**config.mk**
```make
export PLATFORM = sky130hd
export DESIGN_NAME = imem_loader
export DESIGN_NICKNAME = d
export VERILOG_FILES = /design/src/rtl/imem_loader.sv
export SDC_FILE = /design/constraint.sdc
export NUM_CORES = 2
export LEC_CHECK = 0
export ABC_AREA = 1
export BUFFER_PORTS_ARGS = -buffer_cell sky130_fd_sc_hd__buf_2
export CAP_MARGIN = 5
export CORE_MARGIN = 2
export CORE_UTILIZATION = 65
export CTS_BUF_LIST = sky130_fd_sc_hd__clkbuf_4
export CTS_CLUSTER_DIAMETER = 40
export CTS_CLUSTER_SIZE = 40
export DETAILED_ROUTE_END_ITERATION = 6
export PLACE_DENSITY = 0.8
export SLEW_MARGIN = 20
export SYNTH_ARGS = -nofsm -noshare
export SYNTH_HDL_FRONTEND = slang
export SYNTH_SLANG_ARGS = --single-unit
export TNS_END_PERCENT = 1
```
**constraint.sdc**
```tcl
create_clock -name clk -period 3.4 [get_ports clk]
set_input_delay 0.68 -clock clk [delete_from_list [all_inputs] [get_ports clk]]
set_output_delay 0.68 -clock clk [all_outputs]
set_load 0.01 [all_outputs]
```
**src/rtl/imem_loader.sv**
```systemverilog
// Writable 64-word instruction memory filled from a framed byte stream; holds the CPU in reset until loaded.
// Optional trailing XOR checksum byte is enabled by defining IMEM_LOADER_CHECKSUM_EN.
module imem_loader #(
    parameter int N     = 32,
    parameter int DEPTH = 64
) (
    input  logic         clk,
    input  logic         reset,
    input  logic [7:0]   rx_data,
    input  logic         rx_valid,
    output logic         rx_ready,
    input  logic [5:0]   addr,
    output logic [N-1:0] q,
    output logic         cpu_hold,
    output logic         load_done,
    output logic         load_err,
    output logic [6:0]   words_loaded
);

    typedef enum logic [1:0] {
        ST_IDLE = 2'd0,
        ST_WORD = 2'd1,
        ST_CSUM = 2'd2,
        ST_DONE = 2'd3
    } state_t;

    state_t        state_r;
    logic          rx_ready_r;
    logic          cpu_hold_r;
    logic          load_done_r;
    logic          load_err_r;
    logic [6:0]    words_loaded_r;
    logic [6:0]    count_r;
    logic [6:0]    ptr_r;
    logic [1:0]    byte_idx_r;
    logic [23:0]   word_r;
`ifdef IMEM_LOADER_CHECKSUM_EN
    logic [7:0]    csum_r;
`endif
    logic [N-1:0]  mem_r [0:DEPTH-1];

    logic          accept_s;
    logic          wr_en_s;
    logic          last_word_s;
    logic [N-1:0]  wr_data_s;

    function automatic logic header_ok(input logic [7:0] b);
        return (b[7:6] == 2'b10);
    endfunction

    function automatic logic [7:0] csum_next(input logic [7:0] acc, input logic [7:0] b);
        return acc ^ b;
    endfunction

    // Handshake decode and write strobe for the byte that completes a word
    always_comb begin
        accept_s    = 1'b0;
        wr_en_s     = 1'b0;
        wr_data_s   = {rx_data, word_r};
        last_word_s = ((ptr_r + 7'd1) == count_r);
        if (rx_valid && rx_ready_r) begin
            accept_s = 1'b1;
        end else begin
            accept_s = 1'b0;
        end
        if (accept_s && (state_r == ST_WORD) && (byte_idx_r == 2'd3)) begin
            wr_en_s = 1'b1;
        end else begin
            wr_en_s = 1'b0;
        end
    end

    // Instruction storage: never reset so an image survives a CPU reset
    always_ff @(posedge clk) begin
        if (wr_en_s) begin
            mem_r[ptr_r[5:0]] <= wr_data_s;
        end
    end

    assign q = mem_r[addr];

    // Loader FSM with registered status outputs
    always_ff @(posedge clk or negedge reset) begin
        if (!reset) begin
            state_r        <= ST_IDLE;
            rx_ready_r     <= 1'b1;
            cpu_hold_r     <= 1'b1;
            load_done_r    <= 1'b0;
            load_err_r     <= 1'b0;
            words_loaded_r <= 7'd0;
            count_r        <= 7'd0;
            ptr_r          <= 7'd0;
            byte_idx_r     <= 2'd0;
            word_r         <= 24'd0;
`ifdef IMEM_LOADER_CHECKSUM_EN
            csum_r         <= 8'd0;
`endif
        end else begin
            case (state_r)
                ST_IDLE: begin
                    if (accept_s) begin
                        if (header_ok(rx_data)) begin
                            count_r        <= {1'b0, rx_data[5:0]} + 7'd1;
                            load_err_r     <= 1'b0;
                            words_loaded_r <= 7'd0;
                            ptr_r          <= 7'd0;
                            byte_idx_r     <= 2'd0;
`ifdef IMEM_LOADER_CHECKSUM_EN
                            csum_r         <= 8'd0;
`endif
                            state_r        <= ST_WORD;
                        end else begin
                            load_err_r <= 1'b1;
                        end
                    end
                end
                ST_WORD: begin
                    if (accept_s) begin
`ifdef IMEM_LOADER_CHECKSUM_EN
                        csum_r <= csum_next(csum_r, rx_data);
`endif
                        case (byte_idx_r)
                            2'd0: begin
                                word_r[7:0] <= rx_data;
                                byte_idx_r  <= 2'd1;
                            end
                            2'd1: begin
                                word_r[15:8] <= rx_data;
                                byte_idx_r   <= 2'd2;
                            end
                            2'd2: begin
                                word_r[23:16] <= rx_data;
                                byte_idx_r    <= 2'd3;
                            end
                            default: begin
                                byte_idx_r     <= 2'd0;
                                ptr_r          <= ptr_r + 7'd1;
                                words_loaded_r <= words_loaded_r + 7'd1;
                                if (last_word_s) begin
`ifdef IMEM_LOADER_CHECKSUM_EN
                                    state_r     <= ST_CSUM;
`else
                                    state_r     <= ST_DONE;
                                    rx_ready_r  <= 1'b0;
                                    cpu_hold_r  <= 1'b0;
                                    load_done_r <= 1'b1;
`endif
                                end
                            end
                        endcase
                    end
                end
`ifdef IMEM_LOADER_CHECKSUM_EN
                ST_CSUM: begin
                    if (accept_s) begin
                        if (rx_data == csum_r) begin
                            state_r     <= ST_DONE;
                            rx_ready_r  <= 1'b0;
                            cpu_hold_r  <= 1'b0;
                            load_done_r <= 1'b1;
                        end else begin
                            load_err_r <= 1'b1;
                            state_r    <= ST_IDLE;
                        end
                    end
                end
`endif
                ST_DONE: begin
                    // Terminal until reset; outputs already reflect completion
                    rx_ready_r  <= 1'b0;
                    cpu_hold_r  <= 1'b0;
                    load_done_r <= 1'b1;
                end
                default: begin
                    state_r     <= ST_IDLE;
                    rx_ready_r  <= 1'b1;
                    cpu_hold_r  <= 1'b1;
                    load_done_r <= 1'b0;
                end
            endcase
        end
    end

    assign rx_ready     = rx_ready_r;
    assign cpu_hold     = cpu_hold_r;
    assign load_done    = load_done_r;
    assign load_err     = load_err_r;
    assign words_loaded = words_loaded_r;

endmodule

```
==> results.sh <==
export IMPL_outcome="completed"
export IMPL_period_share=0.989
export IMPL_detailedPlace_worstSlack_ns=-0.166
export IMPL_numCtsBuffers=180
export IMPL_hold_class="input port to asynchronous set/reset pin"
export IMPL_grt_use_total=0.352
export IMPL_setup_viol=0
export IMPL_start_util=0.654
export IMPL_cap_violations=0
export IMPL_r2r_cells=8
export IMPL_dp_hpwl_mm=130
export IMPL_synth_ff_type="edfxtp_1"
export IMPL_synth_cells=7016
export IMPL_drt_first_pass_iters=7
export IMPL_cts_root_buf="clkbuf_4"
export IMPL_h_tree_depth=4
export IMPL_overflow=0
export IMPL_drcViolationCount=0
export IMPL_p_sw_uw=14900
export IMPL_cts_tree="done"
export IMPL_finalMaxSlewViolations=0
export IMPL_rrSetupSlack_ns=0.60
export IMPL_r2r_end="mem_r[3][27]$_DFFE_PP_"
export IMPL_slew_headroom=0.190
export IMPL_clock_fmax_mhz=297
export IMPL_clkPwrFrac=0.256
export IMPL_ys_seq_area_frac=0.744
export IMPL_synth_area_sq_um=84400
export IMPL_path_class="flip-flop to primary output"
export IMPL_synth_edf_count=2048
export IMPL_numPortBuffers=59
export IMPL_num_vias=58451
export IMPL_syn_area_per_cell_sq_um=12.0
export IMPL_ys_seq_elements=2100
export IMPL_synthArstFlopShare=0.0248
export IMPL_clock_sink_count=2100
export IMPL_ant_nets=0
export IMPL_seq_power_share=0.656
export IMPL_worstSkewPairLatency_ns=1.27
export IMPL_end_kind="primary output"
export IMPL_grt_max_degree=116
export IMPL_fillers=7917
export IMPL_synth_distinct_cells=32
export IMPL_clk_path_buf_depth=3
export IMPL_path_delay_family="simple AND/OR/NAND/NOR gates"
export IMPL_syn2layout_area_growth_pct=12.0
export IMPL_p_per_area_nw_per_um2=547
export IMPL_core_area_sq_um=129000
export IMPL_final_cell_mix="nand2_1, edfxtp_1, nand3_1"
export IMPL_grt_pass1_wl_mm=344
export IMPL_final_common_cell="nand2_1"
export IMPL_antenna_found_initial=3
export IMPL_crit_slowest_cell="edfxtp_1"
export IMPL_switching_share=0.288
export IMPL_setup_ws_ns=0.0366
export IMPL_clkTransAtPathRegs_ns=0.19
export IMPL_die_x_um=364
export IMPL_crit_arrival_ns=2.68
export IMPL_seq_area_sq_um=62800
export IMPL_reg2reg_from="cpu_hold$_DFFE_PN1P_"
export IMPL_drt_iter0_markers=9871
export IMPL_dieArea_sq_um=133000
export IMPL_wire_per_inst_um=26.1
export IMPL_drive_above_1_share=0.159
export IMPL_post_cts_buffers=0
export IMPL_leakagePower_uw=0.0336
export IMPL_path_max_fanout=1
export IMPL_cp_common_cell="nand3_2"
export IMPL_finClkSkew_ns=0.104
export IMPL_yosys_warnings=0
export IMPL_min_period_ns=3.36
export IMPL_power_frac_comb=0.088
export IMPL_start_kind="flip-flop"
export IMPL_cp_cell_sequence="nand2_1 -> nand3_2 -> nand3_2 -> nand3_2 -> nand3_4 -> nand2_2 -> nand2_2 -> nand2_4 -> buf_6"
export IMPL_routed_wirelength_mm=235
export IMPL_io_pins=60
export IMPL_ir_drop_mv=0.660
export IMPL_synthesis_nets=7041
export IMPL_final_nets=7129
export IMPL_critPathBufInv=1
export IMPL_gp_congestion=0.855
export IMPL_multi_input_area_sq_um=21900
export IMPL_p_int_uw=36800
export IMPL_critPathRequiredTime_ns=2.72
export IMPL_die_h_um=364
export IMPL_crit_path_start="mem_r[11][5]$_DFFE_PP_"
export IMPL_worst_pin_slew_ns=1.22
export IMPL_avgViaCountPerCell=6.49
export IMPL_finalHoldViolations=0
export IMPL_hold_ws_ns=0.128
export IMPL_grt_pass1_vias=56580
export IMPL_rsz0062_at_grt="yes"
export IMPL_core_rowCount=132
export IMPL_max_stage_delay_ns=0.41
sequential cells by signal, indices dropped and copies added (netlist names):
name,flops
state_r,2
count_r,7
words_loaded,7
load_err,1
ptr_r,7
word_r,24
cpu_hold,1
mem_r,2048
byte_idx_r,2
load_done,1
cells in the mapped netlist, types with 8 or more instances:
cell,n,area share
buf_1,38,0.0017
buf_2,278,0.016
buf_4,43,0.0038
clkbuf_1,88,0.0039
dfrtp_1,51,0.015
edfxtp_1,2048,0.73
ha_1,8,0.0012
inv_1,42,0.0019
nand2_1,2327,0.10
nand3_1,1929,0.11
nor2_1,90,0.0040
o21ai_0,37,0.0022
timing repair:
item                       CTS  global route
hold buffers                13             0
hold endpoints to repair   135             0
setup endpoints to repair   32            32
gates cloned                 0             2
pin swaps                   40           134
gates resized for setup    189           301
logic make-up (layout without fill, tap and decap cells):
group | after synthesis | after routing | share of synthesized area
AND/OR/NAND/NOR | 4353 | 4353 | 0.222
flip-flops | 2100 | 2100 | 0.744
other | 0 | 5 | 0
XOR/XNOR | 5 | 5 | 0.000519
AO/OA/AOI/OAI | 52 | 52 | 0.00329
buffers and inverters | 498 | 744 | 0.0287
adder cells (fa/ha/maj) | 8 | 8 | 0.00119
power groups by stage:
stage | Clock (uW) | Combinational [uW] | Sequential (uW)
4_1_cts | 13300 | 4190 | 33800
3_5_place_dp | 0 | 4010 | 34300
2_1_floorplan | 0 | 1950 | 33300
6_report | 13200 | 4560 | 33900
3_3_place_gp | 0 | 3870 | 34200
5_1_grt | 14200 | 4860 | 33900
stage by stage:
stage / instance area [sq um] / util / std cells / setup TNS (ns) / total power (uW)
floorplan: 84400 / - / 7016 / 0 / 35200
global placement: 89100 / 0.690 / 8650 / -0.235 / 38100
detailed placement: 89100 / 0.690 / 8650 / -0.296 / 38400
CTS: 93000 / 0.720 / 9003 / -1.05 / 51200
global route: 94600 / 0.732 / 9008 / -1.16 / 53000
finish: 94600 / 0.732 / 9009 / 0 / 51700
worst max-delay path by stage:
stage,slack [ns],end,depth (start not counted)
3_5_place_dp,-0.17,q[1],13
5_1_grt,-0.08,q[5],9
2_1_floorplan,0.16,mem_r[11][0]$_DFFE_PP_,6
4_1_cts,-0.05,q[12],9
3_3_place_gp,-0.13,q[1],13
6_report,0.04,q[5],9
layer usage:
layer  wire length, um  vias up  global-route usage  part of all wire
li1                  -    25146                   -                 -
met1             80100    27687               0.479              0.34
met2            108000     4866               0.539              0.46
met3             34800      752              0.0837              0.15
met4             12400        0               0.175             0.053
met5                 0        -                   0                 0
final cells by class:
class,count,share of cell area
repair buffers,359,0.0472
flip-flops and latches,2100,0.665
clock inverters,142,0.0159
diodes,5,0.000132
clock buffers,198,0.0157
well taps,1742,0.0230
multi-input cells,4418,0.231
inverters,45,0.00217
Power figures use the tool's default switching activity.
